`src/rtl/word_collector.sv`:
```
// word_collector
//   Skips whitespace in an 8-bit character stream and assembles the next
//   whitespace-delimited token into a character buffer. The token and its
//   length are handed to the number converter over a valid/ready handshake.
//
// Ports
//   i_clk, i_rst_n       clock (rising edge), asynchronous active-low reset
//   i_char, i_valid      incoming character stream
//   o_ready              character accepted on edges with i_valid & o_ready
//   o_word               token buffer, char k at [8k+7:8k], char 0 first
//   o_len                valid characters in o_word (0..WIDTH)
//   o_valid, i_ready     token handshake
//   o_err                token was truncated; meaningful only with o_valid
module word_collector #(
    parameter  int WIDTH      = 32,
    localparam int WIDTH_BITS = $clog2(WIDTH) + 1
) (
    input  logic                  i_clk,
    input  logic                  i_rst_n,
    input  logic [7:0]            i_char,
    input  logic                  i_valid,
    output logic                  o_ready,
    output logic [8*WIDTH-1:0]    o_word,
    output logic [WIDTH_BITS-1:0] o_len,
    output logic                  o_valid,
    input  logic                  i_ready,
    output logic                  o_err
);

    typedef enum logic [1:0] {IDLE, COLLECT, HOLD} state_t;

    localparam logic [WIDTH_BITS-1:0] LEN_MAX = WIDTH_BITS'(WIDTH);

    state_t                   state, next_state;
    logic [WIDTH-1:0][7:0]    word;
    logic [WIDTH_BITS-1:0]    len;
    logic                     overflow;
    logic                     is_ws;
    logic                     accept;

    assign is_ws   = (i_char == 8'h20) || (i_char == 8'h09) ||
                     (i_char == 8'h0A) || (i_char == 8'h0D);
    assign o_ready = (state != HOLD);
    assign accept  = i_valid && o_ready;
    assign o_valid = (state == HOLD);
    // The flag is only exposed while the token is presented.
    assign o_err   = (state == HOLD) && overflow;
    assign o_word  = word;
    assign o_len   = len;

    always_ff @(posedge i_clk or negedge i_rst_n) begin
        if (!i_rst_n) begin
            state <= IDLE;
        end else begin
            state <= next_state;
        end
    end

    always_comb begin
        next_state = state;
        case (state)
            IDLE:    if (accept && !is_ws) next_state = COLLECT;
            COLLECT: if (accept && is_ws)  next_state = HOLD;
            HOLD:    if (i_ready)          next_state = IDLE;
            default: next_state = IDLE;
        endcase
    end

    // Buffer is cleared on every handshake and filled strictly in order, so
    // IDLE always starts at len==0 and slots at or above len stay zero.
    always_ff @(posedge i_clk or negedge i_rst_n) begin
        if (!i_rst_n) begin
            word     <= '0;
            len      <= '0;
            overflow <= 1'b0;
        end else if (state == HOLD) begin
            if (i_ready) begin
                word     <= '0;
                len      <= '0;
                overflow <= 1'b0;
            end
        end else if (accept && !is_ws) begin
            if (len < LEN_MAX) begin
                for (int k = 0; k < WIDTH; k++) begin
                    if (len == WIDTH_BITS'(k)) word[k] <= i_char;
                end
                len <= len + WIDTH_BITS'(1);
            end else begin
                overflow <= 1'b1;
            end
        end
    end

endmodule
```
`config.mk`:
```
export PLATFORM = sky130hd
export DESIGN_NAME = word_collector
export DESIGN_NICKNAME = d
export VERILOG_FILES = /design/src/rtl/word_collector.sv
export SDC_FILE = /design/constraint.sdc
export NUM_CORES = 1
export LEC_CHECK = 0
export ABC_AREA = 1
export BUFFER_PORTS_ARGS = -buffer_cell sky130_fd_sc_hd__buf_2
export CORE_ASPECT_RATIO = 1.2
export CORE_MARGIN = 2
export CORE_UTILIZATION = 58
export CTS_CLUSTER_SIZE = 40
export DETAILED_ROUTE_END_ITERATION = 7
export PLACE_DENSITY = 0.89
export SLEW_MARGIN = 15
export SYNTH_ARGS = -nofsm -noshare
export SYNTH_HDL_FRONTEND = slang
export SYNTH_SLANG_ARGS = --single-unit
```
`constraint.sdc`:
```
create_clock -name i_clk -period 2.2 [get_ports i_clk]
set_input_delay 0.44 -clock i_clk [delete_from_list [all_inputs] [get_ports i_clk]]
set_output_delay 0.44 -clock i_clk [all_outputs]
set_load 0.005 [all_outputs]
```
==> flow_summary.yaml <==
outcome:
  outcome: "finished, final reports clean"
setup_path:
  cp.arrival_ns: 1.70
  critPathCaptureType: "primary output"
  cpPeakStageDelay_ns: 0.38
  cp_num_buf_inv: 4
  worst-r2r-setup-slack_ns: 0.13
  critPathLaunchType: "flop"
  crit_type: "flop to primary output"
  path_cells: "inv_2 > nor2_4 > inv_6 > buf_12 > buf_2"
  crit_family: "buffers and inverters"
  slowest_stage: "dfrtp_1"
  critPathMaxFanout: 22
  cp.required_ns: 1.76
clock_network:
  clk_latency_ns: 0.52
  cts_buffers: 26
  clk_pin_slew_ns: 0.06
  cts_max_path_buffers: 3
  tritoncts: "built"
  cts_root_buf: "clkbuf_16"
  cts.sinks: 265
  htreeDepth: 1
timing:
  timing_max_transition_violations_final: 0
  skew_ns: 0.00994
  worst_slew_pin_slew_ns: 1.16
  clock.fmax_ghz: 0.467
  finalWorstSetupSlack_ns: 0.0576
  slew_headroom: 0.223
  period_minus_slack_ns: 2.14
  hold_violations: 0
  setup_viol: 0
  timing.final.crit_share: 0.974
global_route:
  grt_overflow: 0
  grt_start_max_net_pins: 71
  grt_pass1_wl_um: 52800
  antenna_found_initial: 1
  grt_usage: 0.320
  grt_pass1_vias: 9845
floorplanning:
  io_pins: 277
  die_w_um: 132
  initial_core_util: 0.587
  die_h_um: 158
  dieArea_mm2: 0.0208
  coreArea_mm2: 0.0194
  rows: 56
hold_path:
  hold_path.class: "input pin to flop"
synth:
  ys_seq_area_frac: 0.582
  synth_xor_xnor_area_share: 0.00154
  synth_top_area_frac: 0.582
  ys_warn_count: 0
  synth_top_family_by_area: "simple AND/OR/NAND/NOR gates"
  synth.distinct_cells: 24
  synthSimpleGateAreaFrac: 0.331
  postSynthCellCount: 1269
  synth_fa_ha_area_frac: 0.00439
  synth_nets: 1285
  synth_compound_area_frac: 0.0351
  ys_seq_elements: 265
  yosysTopAreaCell: "dfrtp_1"
  synth.avg_cell_area_um2: 8.98
  synthMuxAreaShare: 0
  syn-cell-area_mm2: 0.0114
  yosys-top-cells-area: "dfrtp_1, nand2_1, nand3_1"
placement:
  gp_congestion: 0.877
  placed_cell_area_mm2: 0.0132
  hpwl_um: 22000
  preCtsSetupSlack_ns: 0.119
  portBuffers: 276
cells_and_area:
  nets: 1566
  drive_gt1_frac: 0.282
  syn_to_final_growth_pct: 24.2
  fin_area_mm2: 0.0141
detailed_routing:
  drc: 0
  wire_per_inst_um: 18.5
  detail_route.wirelength_um: 33900
  vias_per_cell: 5.71
  drtIter0Drc: 816
  num_vias: 10500
  ant_nets: 0
  drt_pass1_iterations: 5
power_and_ir_drop:
  ir_drop_v: 0.000762
  p_per_area_mw_per_mm2: 1520
  leakage_uw: 0.00802
job:
  maxCapViolations: 0
==> timing repair <==
| action | 4_1_cts | 5_1_grt |
|---|---|---|
| buffers inserted | 0 | 1 |
| endpoints found under the hold margin | 61 | 0 |
| hold buffers | 1 | 0 |
| gates resized for setup | 2 | 1 |
| setup endpoints to repair | 1 | 1 |
| pin swaps | 0 | 1 |
==> cell usage in the layout (no fill, tap or decap), types with 4 or more instances in the layout <==
cell type,Yosys,routed
o21ai_0,4,4
inv_1,22,22
buf_4,15,19
nand2_1,543,543
clkinv_2,0,4
buf_12,0,17
nand2_4,12,11
buf_2,16,275
o21ai_4,10,10
clkbuf_16,0,27
nand3_1,262,262
inv_2,5,4
nor2_2,6,4
nor2_1,21,15
nor2_4,1,9
clkbuf_8,0,9
nand2_2,24,24
o21ai_2,22,22
dfrtp_1,265,265
ha_1,4,4
==> worst min-delay path, cell delays in order <==
cell and delay [ns]:
buf_2 0.09, nor2_1 0.04, o21bai_1 0.14
==> where the power goes <==
group	internal, uW	switching [uW]	total [uW]
clock network	2660	1880	4550
logic	3190	5350	8530
registers	7000	1420	8420
total	12900	8650	21500
==> synthesized netlist by cell type (all sizes together) <==
cell    instances
nor2           28
ha              4
nand2         579
dfrtp         265
xor2            2
buf            48
o21bai          1
clkbuf         13
o22ai           2
a21oi           1
inv            27
o21ai          36
nand3         262
nand4           1
==> worst paths after layout <==
path	from	end	cells past startpoint
worst max register to register	state[1]	o_word[41]	6
worst max-delay path	state[1]	o_ready	5
max in group asynchronous	i_rst_n	o_word[80]	3
min in group asynchronous	i_rst_n	o_word[199]	2
worst min-delay path	i_ready	state[1]	3
worst min register to register	o_word[136]	o_word[136]	2
==> state kept, by name, indices dropped and copies added (netlist names) <==
register / count
overflow: 1
o_len: 6
o_word: 256
state: 2
==> cell families (layout without fill, tap and decap cells) <==
kind of cell	after synthesis	in the layout
and+or+nand+nor	870	870
other	0	1
DFF	265	265
buffers and inverters	88	388
xor gates and xnor gates	2	2
adders and majority gates	4	4
AOI/OAI and AO/OA	40	40
==> stage by stage <==
stage	hold WS (ns)	std cells	power, uW	util	setup TNS (ns)
after floorplan	0.144	1269	12800	-	0
after global placement	0.449	1781	16400	0.682	0
after detailed placement	0.451	1781	16800	0.682	0
after CTS	0.213	1829	21500	0.728	0
after global routing	0.221	1831	22900	0.729	-0.000173
final	0.225	1831	21500	0.729	0
==> routing by layer <==
layer	global-route usage	share of wire	vias up
met2	0.529	0.49	606
met1	0.409	0.38	5074
met5	0	0	-
li1	-	-	4658
met3	0.0622	0.088	125
met4	0.153	0.046	0
==> cell type report <==
cell class,instances,area (um^2)
Sequential cell,265,6630
Fill cell,1389,5260
Multi-Input combinational cell,916,4300
Timing Repair Buffer,314,1900
Clock buffer,39,811
Tap cell,261,327
Inverter,27,106
Clock inverter,8,76.3
Antenna cell,1,2.50
No activity file was read; power rests on OpenSTA's default activity.
